<file path="src/rtl/pwm_command_ramp.sv">
// pwm_command_ramp: clamps target duty commands and slews the PWM command once per trigger.
module pwm_command_ramp #(
  parameter int DATA_WIDTH       = 16,
  parameter int LIMIT            = 95,
  parameter int SLEW_STEP        = 4,
  parameter int TIMEOUT_TRIGGERS = 8
) (
  input  logic                  clk,
  input  logic                  reset_n,
  input  logic                  trigger,
  input  logic                  fault,
  input  logic [DATA_WIDTH-1:0] target_sink_data,
  input  logic                  target_sink_valid,
  output logic [DATA_WIDTH-1:0] pwm_source_data,
  output logic                  pwm_source_valid,
  output logic                  status_timeout,
  output logic                  status_saturated
);
  localparam int CW = $clog2(TIMEOUT_TRIGGERS + 1);
  localparam logic signed [DATA_WIDTH-1:0] LIM = DATA_WIDTH'(LIMIT);
  localparam logic signed [DATA_WIDTH:0] STEP = (DATA_WIDTH + 1)'(SLEW_STEP);
  localparam logic [CW-1:0] TMO = CW'(TIMEOUT_TRIGGERS);
  typedef enum logic [1:0] {IDLE, CALC, EMIT} state_t;
  state_t state_q, state_d;
  logic signed [DATA_WIDTH-1:0] target_q, target_d, current_q, current_d, data_q, data_d, tgt_in, goal;
  logic signed [DATA_WIDTH:0] goal_x, cur_x, diff, step;
  logic [CW-1:0] cnt_q, cnt_d;
  logic valid_q, valid_d, sat_q, sat_d, over, under;
  always_ff @(posedge clk)
    if (!reset_n) state_q <= IDLE;
    else state_q <= state_d;
  always_comb
    state_d = (state_q == IDLE) ? (trigger ? CALC : IDLE) : (state_q == CALC) ? EMIT : IDLE;
  always_comb begin
    tgt_in    = signed'(target_sink_data);
    over      = tgt_in > LIM;
    under     = tgt_in < -LIM;
    target_d  = target_sink_valid ? (over ? LIM : under ? -LIM : tgt_in) : target_q;
    sat_d     = target_sink_valid ? (over | under) : sat_q;
    cnt_d     = target_sink_valid ? '0 :
                (state_q == IDLE && trigger && cnt_q != TMO) ? cnt_q + 1'b1 : cnt_q;
    // Timed-out target is treated as zero but still ramped at the slew rate
    goal      = status_timeout ? '0 : target_q;
    goal_x    = {goal[DATA_WIDTH-1], goal};
    cur_x     = {current_q[DATA_WIDTH-1], current_q};
    diff      = goal_x - cur_x;
    step      = diff > STEP ? STEP : diff < -STEP ? -STEP : diff;
    current_d = (state_q != CALC) ? current_q : fault ? '0 : DATA_WIDTH'(cur_x + step);
    data_d    = (state_q == CALC) ? current_d : data_q;
    valid_d   = state_q == CALC;
  end
  always_ff @(posedge clk)
    if (!reset_n) begin
      target_q  <= '0;
      current_q <= '0;
      data_q    <= '0;
      valid_q   <= 1'b0;
      cnt_q     <= '0;
      sat_q     <= 1'b0;
    end else begin
      target_q  <= target_d;
      current_q <= current_d;
      data_q    <= data_d;
      valid_q   <= valid_d;
      cnt_q     <= cnt_d;
      sat_q     <= sat_d;
    end
  assign pwm_source_data  = data_q;
  assign pwm_source_valid = valid_q;
  assign status_timeout   = cnt_q == TMO;
  assign status_saturated = sat_q;
endmodule

</file>
<file path="config.mk">
export PLATFORM = sky130hd
export DESIGN_NAME = pwm_command_ramp
export DESIGN_NICKNAME = d
export VERILOG_FILES = /design/src/rtl/pwm_command_ramp.sv
export SDC_FILE = /design/constraint.sdc
export NUM_CORES = 1
export LEC_CHECK = 0
export CORE_MARGIN = 4
export CORE_UTILIZATION = 50
export DETAILED_ROUTE_END_ITERATION = 6
export PLACE_DENSITY_LB_ADDON = 0.08
export SYNTH_ARGS = -nofsm -noshare
export SYNTH_HDL_FRONTEND = slang
export SYNTH_SLANG_ARGS = --single-unit
</file>
<file path="constraint.sdc">
create_clock -name clk -period 4.87 [get_ports clk]
set_clock_uncertainty 0.1 [all_clocks]
set_input_delay 0.974 -clock clk [delete_from_list [all_inputs] [get_ports clk]]
set_output_delay 0.974 -clock clk [all_outputs]
set_load 0.005 [all_outputs]
</file>
* After elaboration in Yosys (flattened, before gate mapping)
Index checks and enable logic that the tools add are counted.
** Operators by class
- $add $sub $neg :: 3
- $lt $le $gt $ge :: 4
- Eq/ne operators :: 4
- Multiplexer cells :: 10
- Bitwise logic cells :: 2
- Reduce and logical (&&, ||, !) cells :: 4
** Operators by type and width (count)
- 16-bit two-way mux :: 7
- 17-bit by 4-bit greater-than comparator with 1-bit output (second input constant) :: 1
- 17-bit by 3-bit less-than comparator with 1-bit output (second input constant) :: 1
- 16-bit by 16-bit subtractor with 17-bit output :: 1
- 16-bit adder :: 1
- 16-bit by 8-bit greater-than comparator with 1-bit output (second input constant) :: 1
- 16-bit by 8-bit less-than comparator with 1-bit output (second input constant) :: 1
- 4-bit by 1-bit adder with 4-bit output (second input constant) :: 1
- 4-bit == test (second input constant) :: 1
- 2-bit two-way mux :: 2
- 4-bit inequality test (second input constant) :: 1
- 2-bit by 1-bit == test with 1-bit output (second input constant) :: 1
- 1-bit logical AND :: 2
- 2-bit zero test :: 1
- 2-bit by 1-bit inequality test with 1-bit output (second input constant) :: 1
- 2-bit OR reduction :: 1
- 1-bit two-way mux :: 1
- 1-bit inverter :: 1
- 1-bit OR :: 1
** Storage, ports and cells
- Bits in registers :: 56
- Bits of input ports :: 21
- Output and inout port bits :: 19
- Word-level logic and storage cells :: 34

* Depth between registers and ports, before layout
- Word-level depth :: 9
- Depth in mapped cells :: 27
- Gate-level depth less buffers :: 25

* Worst setup path after synthesis
OpenSTA, ideal clock, no wires.
- Kind :: reg-to-reg
- From :: register cnt_q[0]
- To :: register current_q[8]
- Setup time :: 117 ps
- Arrival time :: 4982 ps
- Data required time :: 4653 ps
- Path slack :: -329 ps
- Cell stages (with the launch flop) :: 27
- Path through :: dfxtp_1 -> inv_1 -> ha_1 -> nand3b_1 -> buf_1 -> nand2_1 -> ha_1 -> fa_1 -> nor2b_1 -> o31a_1 -> o21ai_0 -> xor2_1 -> nor4_1 -> nand4_1 -> or4_4 -> a21oi_1 -> ha_1 -> inv_1 -> fa_1 -> nor2b_1 -> o21ai_0 -> nand2b_1 -> a21o_1 -> a31o_2 -> a21oi_1 -> xnor2_1 -> a22o_1
** On the way
- Word-level cells in the longest chain between the ends :: 9
- Elaborated cells between the ends (all ways) :: 10
** RTL lines
- from (decl) :: line 27 : logic [CW-1:0] cnt_q, cnt_d;
- from (signal assigned) :: line 65 : cnt_q <= cnt_d;
- 4-bit == test * :: line 70 : assign status_timeout = cnt_q == TMO;
- 16-bit two-way mux * :: line 43 : goal = status_timeout ? '0 : target_q;
- 16-bit by 16-bit subtractor with 17-bit output * :: line 46 : diff = goal_x - cur_x;
- 17-bit by 3-bit less-than comparator with 1-bit output :: line 47 : step = diff > STEP ? STEP : diff < -STEP ? -STEP : diff;
- 16-bit two-way mux :: line 47
- 16-bit two-way mux * :: line 47
- 16-bit adder * :: line 48 : current_d = (state_q != CALC) ? current_q : fault ? '0 : DATA_WIDTH'(cur_x + step);
- 16-bit two-way mux * (2 in a row) :: line 48
- to (signal assigned) :: line 62 : current_q <= current_d;
- to (decl) :: line 25 : logic signed [DATA_WIDTH-1:0] target_q, target_d, current_q, current_d, data_q, data_d, tgt_in, goal;
Mark *: on every way between the ends. The rest lies on a longest branch, timed or not.
A chain may end at the register's enable or synchronous reset.

* Final worst setup path
- From :: register cnt_q[0]
- To :: register current_q[6]
Same word-level chain as after synthesis.

==> flow_summary.toml <==
[timing]
timing.final.max_slew_violations = 0
post-route-worst-setup-slack_ns = -0.115
fmax_mhz = 201
worst_pin_slew_ns = 0.778
post-route-min-period_ns = 4.98
report.final.hold_viol_count = 0
rsz0062_at_grt = "true"
timing.max_slew.rel_slack = 0.481
final_min_period_over_clock_period = 1.02
setup_violations = 13

[synthesis]
synthesis.yosys.warnings = 0
syn-instance-count = 491
cell_types_with_the_largest_area_share_after_synthesis = "sky130_fd_sc_hd__dfxtp_1 29%, sky130_fd_sc_hd__ha_1 11%, sky130_fd_sc_hd__nand2_1 6.4%"
synth.ff_latch_count = 56
sequential_cell_area_fraction_in_the_yosys_report = 0.289
syn-cell-area_um2 = 3870
synthDominantAreaCellType = "sky130_fd_sc_hd__dfxtp_1"
post_synth_edffs = 0
synthDominantCellAreaShare = 0.289
ys.flop_type = "sky130_fd_sc_hd__dfxtp_1"
postSynthNetCount = 548
yosysUniqueCellTypes = 59
synth.avg_cell_area_um2 = 7.89
ys_async_sr_fraction = 0

[drt]
routed_via_density = 5.67
detail_route.wirelength_mm = 10.4
first_pass_iters = 5
drt_first_iter_violations = 169
detailroute.via_count = 3887
drc_errors = 0
avgRoutedWirePerCell_um = 15.1
antenna_left = 0

[hold_path]
hold_path.startpoint = "pwm_source_data[9]$_SDFFE_PN0P_"
hold_depth = 2
holdPathEnd = "pwm_source_data[9]$_SDFFE_PN0P_"
worst_hold_path_type = "flop to flop"

[global_routing]
grt_max_degree = 24
globalRouteTotalUtil = 0.222
grt_pass1_wl_mm = 16.4
grt_overflow = 0
first_global_vias = 3711
number_of_antenna_violations_at_the_first_check_in_global_routing = 0

[final_layout]
multi_input_area_um2 = 2940
number_of_fillers_in_the_final_layout = 573
nets = 642
fraction_of_final_layout_cells_sized_beyond_drive_strength_1 = 0.242
finish.cell_count_without_fillers = 685
num_antenna_cells = 0
areaGrowthSynthToFinish_pct = 35.9
regArea_um2 = 1120

[placed_design]
post-dp-hpwl_mm = 7.51
place.detailed.instances = 661
place_congestion = 0.942
portBuffers = 39
place_ws_ns = -0.244

[die]
design.portCount = 40
standard_cell_core_area_um2 = 7410
die-area_um2 = 9220
start_util = 0.523
placementRows = 31
die_height_um = 96.0
horizontal_extent_of_the_die_um = 96.0

[power]
power-per-cell-area_nw_per_um2 = 311
leakagePower_nw = 2.16
max-vdd-ir-drop_mv = 0.160

[run_status]
result_of_the_run = "finished, violations left"
violations = "setup timing"

[clock_tree]
numCtsBuffers = 5
holdBufCountCts = 0
ctsHtreeMaxLevel = 2
clkTransAtPathRegs_ns = 0.11
tritoncts_clock_tree = "yes"
ctsLongestPathBuffers = 2
cts.sinks = 56
clkLatencyLatePin_ns = 0.32
clockRootBuffer = "sky130_fd_sc_hd__clkbuf_8"

[critical_path]
worst_r2r_startpoint = "cnt_q[0]$_SDFFE_PP0P_"
critical_path_class = "flop to flop"
timing.critical_path.required_ns = 5.02
worst_setup_path_start_kind = "flop"
worstPathMaxFanout = 5
setup.worst_path.end_class = "flop"
ff2ff_setup_slack_ns = -0.11
arrival_time_at_the_worst_endpoint_ns = 5.13
ff2ff_path_depth = 26
r2r_end = "current_q[6]$_SDFF_PN0_"

[job]
drv.max_cap_violation_count = 0
## flip-flops by register name, indices dropped and copies added (netlist names)
register          count
pwm_source_data      16
current_q            16
target_q             16
pwm_source_valid      1
status_saturated      1
cnt_q                 4
state_q               2
## what timing repair did
item | 4_1_cts | 5_1_grt
buffers inserted | 11 | 7
setup endpoints to repair | 23 | 28
cloned | 1 | 0
pin swaps | 13 | 33
gates resized for setup | 23 | 45
## power breakdown
group / switching (W) / leakage, nW / internal, W / total, W
clock: 0.000164 / 0.0485 / 0.000104 / 0.000268
sequential: 0.0000178 / 0.457 / 0.000487 / 0.000504
combinational: 0.000450 / 1.66 / 0.000412 / 0.000863
## worst max path at each step
stage | start | endpoint | cells past startpoint
finish | cnt_q[0]$_SDFFE_PP0P_ | current_q[6]$_SDFF_PN0_ | 26
global route | cnt_q[0]$_SDFFE_PP0P_ | current_q[12]$_SDFF_PN0_ | 25
CTS | cnt_q[0]$_SDFFE_PP0P_ | pwm_source_data[10]$_SDFFE_PN0P_ | 24
detailed placement | cnt_q[0]$_SDFFE_PP0P_ | pwm_source_data[10]$_SDFFE_PN0P_ | 24
global placement | cnt_q[0]$_SDFFE_PP0P_ | current_q[10]$_SDFF_PN0_ | 24
floorplan | cnt_q[0]$_SDFFE_PP0P_ | current_q[8]$_SDFF_PN0_ | 27
## layer usage
metal,vias up,track usage,routed length [um],part of all wire
met5,-,0,0,0
met1,1811,0.269,4560,0.44
met2,105,0.406,5260,0.51
met4,0,0.0652,70,0.0068
met3,8,0.0281,485,0.047
li1,1963,-,-,-
## layout make-up
type,instances,area share
flip-flops and latches,56,0.214
inverters,31,0.0221
clock buffers,5,0.0131
clock inverters,3,0.00428
well taps,99,0.0235
multi-input cells,390,0.559
repair buffers,101,0.164
## metrics by stage
step	hold WS, ns	util	area (um2)	power [W]	TNS, ns
detailed placement	0.335	0.638	4730	0.00125	-2.66
finish	0.350	0.710	5260	0.00163	-1.01
global route	0.376	0.710	5260	0.00173	-6.69
floorplan	0.317	-	3930	0.00105	0
global placement	0.329	0.638	4730	0.00123	-0.996
CTS	0.352	0.678	5020	0.00156	-0.492
## Yosys cell counts (all sizes together) (5+ instances only)
cell / n
xnor2: 18
clkbuf: 12
nor2: 36
ha: 34
and2: 16
a22o: 16
a21o: 7
nand2: 66
nand4: 6
nor3: 11
nor2b: 5
o21a: 6
a31oi: 5
a211oi: 7
dfxtp: 56
nand3: 6
inv: 31
o21ai: 37
a21oi: 40
xor2: 7
or4: 6
and3: 7
## layout by cell type (no fill, tap or decap), types with 3 or more instances in the layout
master	n
sky130_fd_sc_hd__nand2b_1	4
sky130_fd_sc_hd__nor2_1	35
sky130_fd_sc_hd__o211ai_1	3
sky130_fd_sc_hd__or4_1	3
sky130_fd_sc_hd__a211oi_1	4
sky130_fd_sc_hd__and3_1	7
sky130_fd_sc_hd__buf_4	60
sky130_fd_sc_hd__clkbuf_8	5
sky130_fd_sc_hd__ha_2	4
sky130_fd_sc_hd__nor2b_1	3
sky130_fd_sc_hd__o21ai_0	30
sky130_fd_sc_hd__a21o_1	7
sky130_fd_sc_hd__nand2_2	3
sky130_fd_sc_hd__nand3_1	6
sky130_fd_sc_hd__ha_1	24
sky130_fd_sc_hd__a22o_1	15
sky130_fd_sc_hd__nand2_1	63
sky130_fd_sc_hd__ha_4	6
sky130_fd_sc_hd__a31oi_1	3
sky130_fd_sc_hd__and2_4	4
sky130_fd_sc_hd__o21ai_1	5
sky130_fd_sc_hd__o22ai_1	3
sky130_fd_sc_hd__a21oi_1	29
sky130_fd_sc_hd__o21a_1	6
sky130_fd_sc_hd__clkdlybuf4s50_1	39
sky130_fd_sc_hd__dfxtp_1	54
sky130_fd_sc_hd__inv_2	4
sky130_fd_sc_hd__inv_1	27
sky130_fd_sc_hd__a21oi_2	11
sky130_fd_sc_hd__nand4_1	6
sky130_fd_sc_hd__or3_1	3
sky130_fd_sc_hd__a211oi_2	3
sky130_fd_sc_hd__or4_4	3
sky130_fd_sc_hd__nor4_1	3
sky130_fd_sc_hd__xor2_1	7
sky130_fd_sc_hd__and2_1	12
sky130_fd_sc_hd__xnor2_1	16
sky130_fd_sc_hd__nor3_1	10
## worst max-delay path: stages, from the launching register on
cell	delay, ns
sky130_fd_sc_hd__dfxtp_2	0.34
sky130_fd_sc_hd__inv_2	0.06
sky130_fd_sc_hd__ha_4	0.13
sky130_fd_sc_hd__nand3b_1	0.23
sky130_fd_sc_hd__and2_4	0.24
sky130_fd_sc_hd__ha_4	0.21
sky130_fd_sc_hd__nor2b_4	0.13
sky130_fd_sc_hd__o31a_1	0.34
sky130_fd_sc_hd__o211a_4	0.30
sky130_fd_sc_hd__o41ai_4	0.30
sky130_fd_sc_hd__xnor2_1	0.19
sky130_fd_sc_hd__nand4_1	0.12
sky130_fd_sc_hd__or4_4	0.45
sky130_fd_sc_hd__a21oi_2	0.15
sky130_fd_sc_hd__ha_2	0.20
sky130_fd_sc_hd__inv_2	0.04
sky130_fd_sc_hd__fa_2	0.34
sky130_fd_sc_hd__nor2b_1	0.11
sky130_fd_sc_hd__o21ai_1	0.07
sky130_fd_sc_hd__nand2b_1	0.09
sky130_fd_sc_hd__a21o_1	0.14
sky130_fd_sc_hd__buf_4	0.12
sky130_fd_sc_hd__buf_6	0.08
sky130_fd_sc_hd__a21oi_2	0.05
sky130_fd_sc_hd__xnor2_1	0.13
sky130_fd_sc_hd__nand2_1	0.09
sky130_fd_sc_hd__a21oi_1	0.17
## cells by family after synthesis
group / synth area share
fa+ha+maj: 0.120
xor+xnor: 0.0565
flops: 0.290
compound gates: 0.266
buf+inv: 0.0465
simple gates: 0.219
mux: 0.00258
Power figures use the tool's default switching activity.
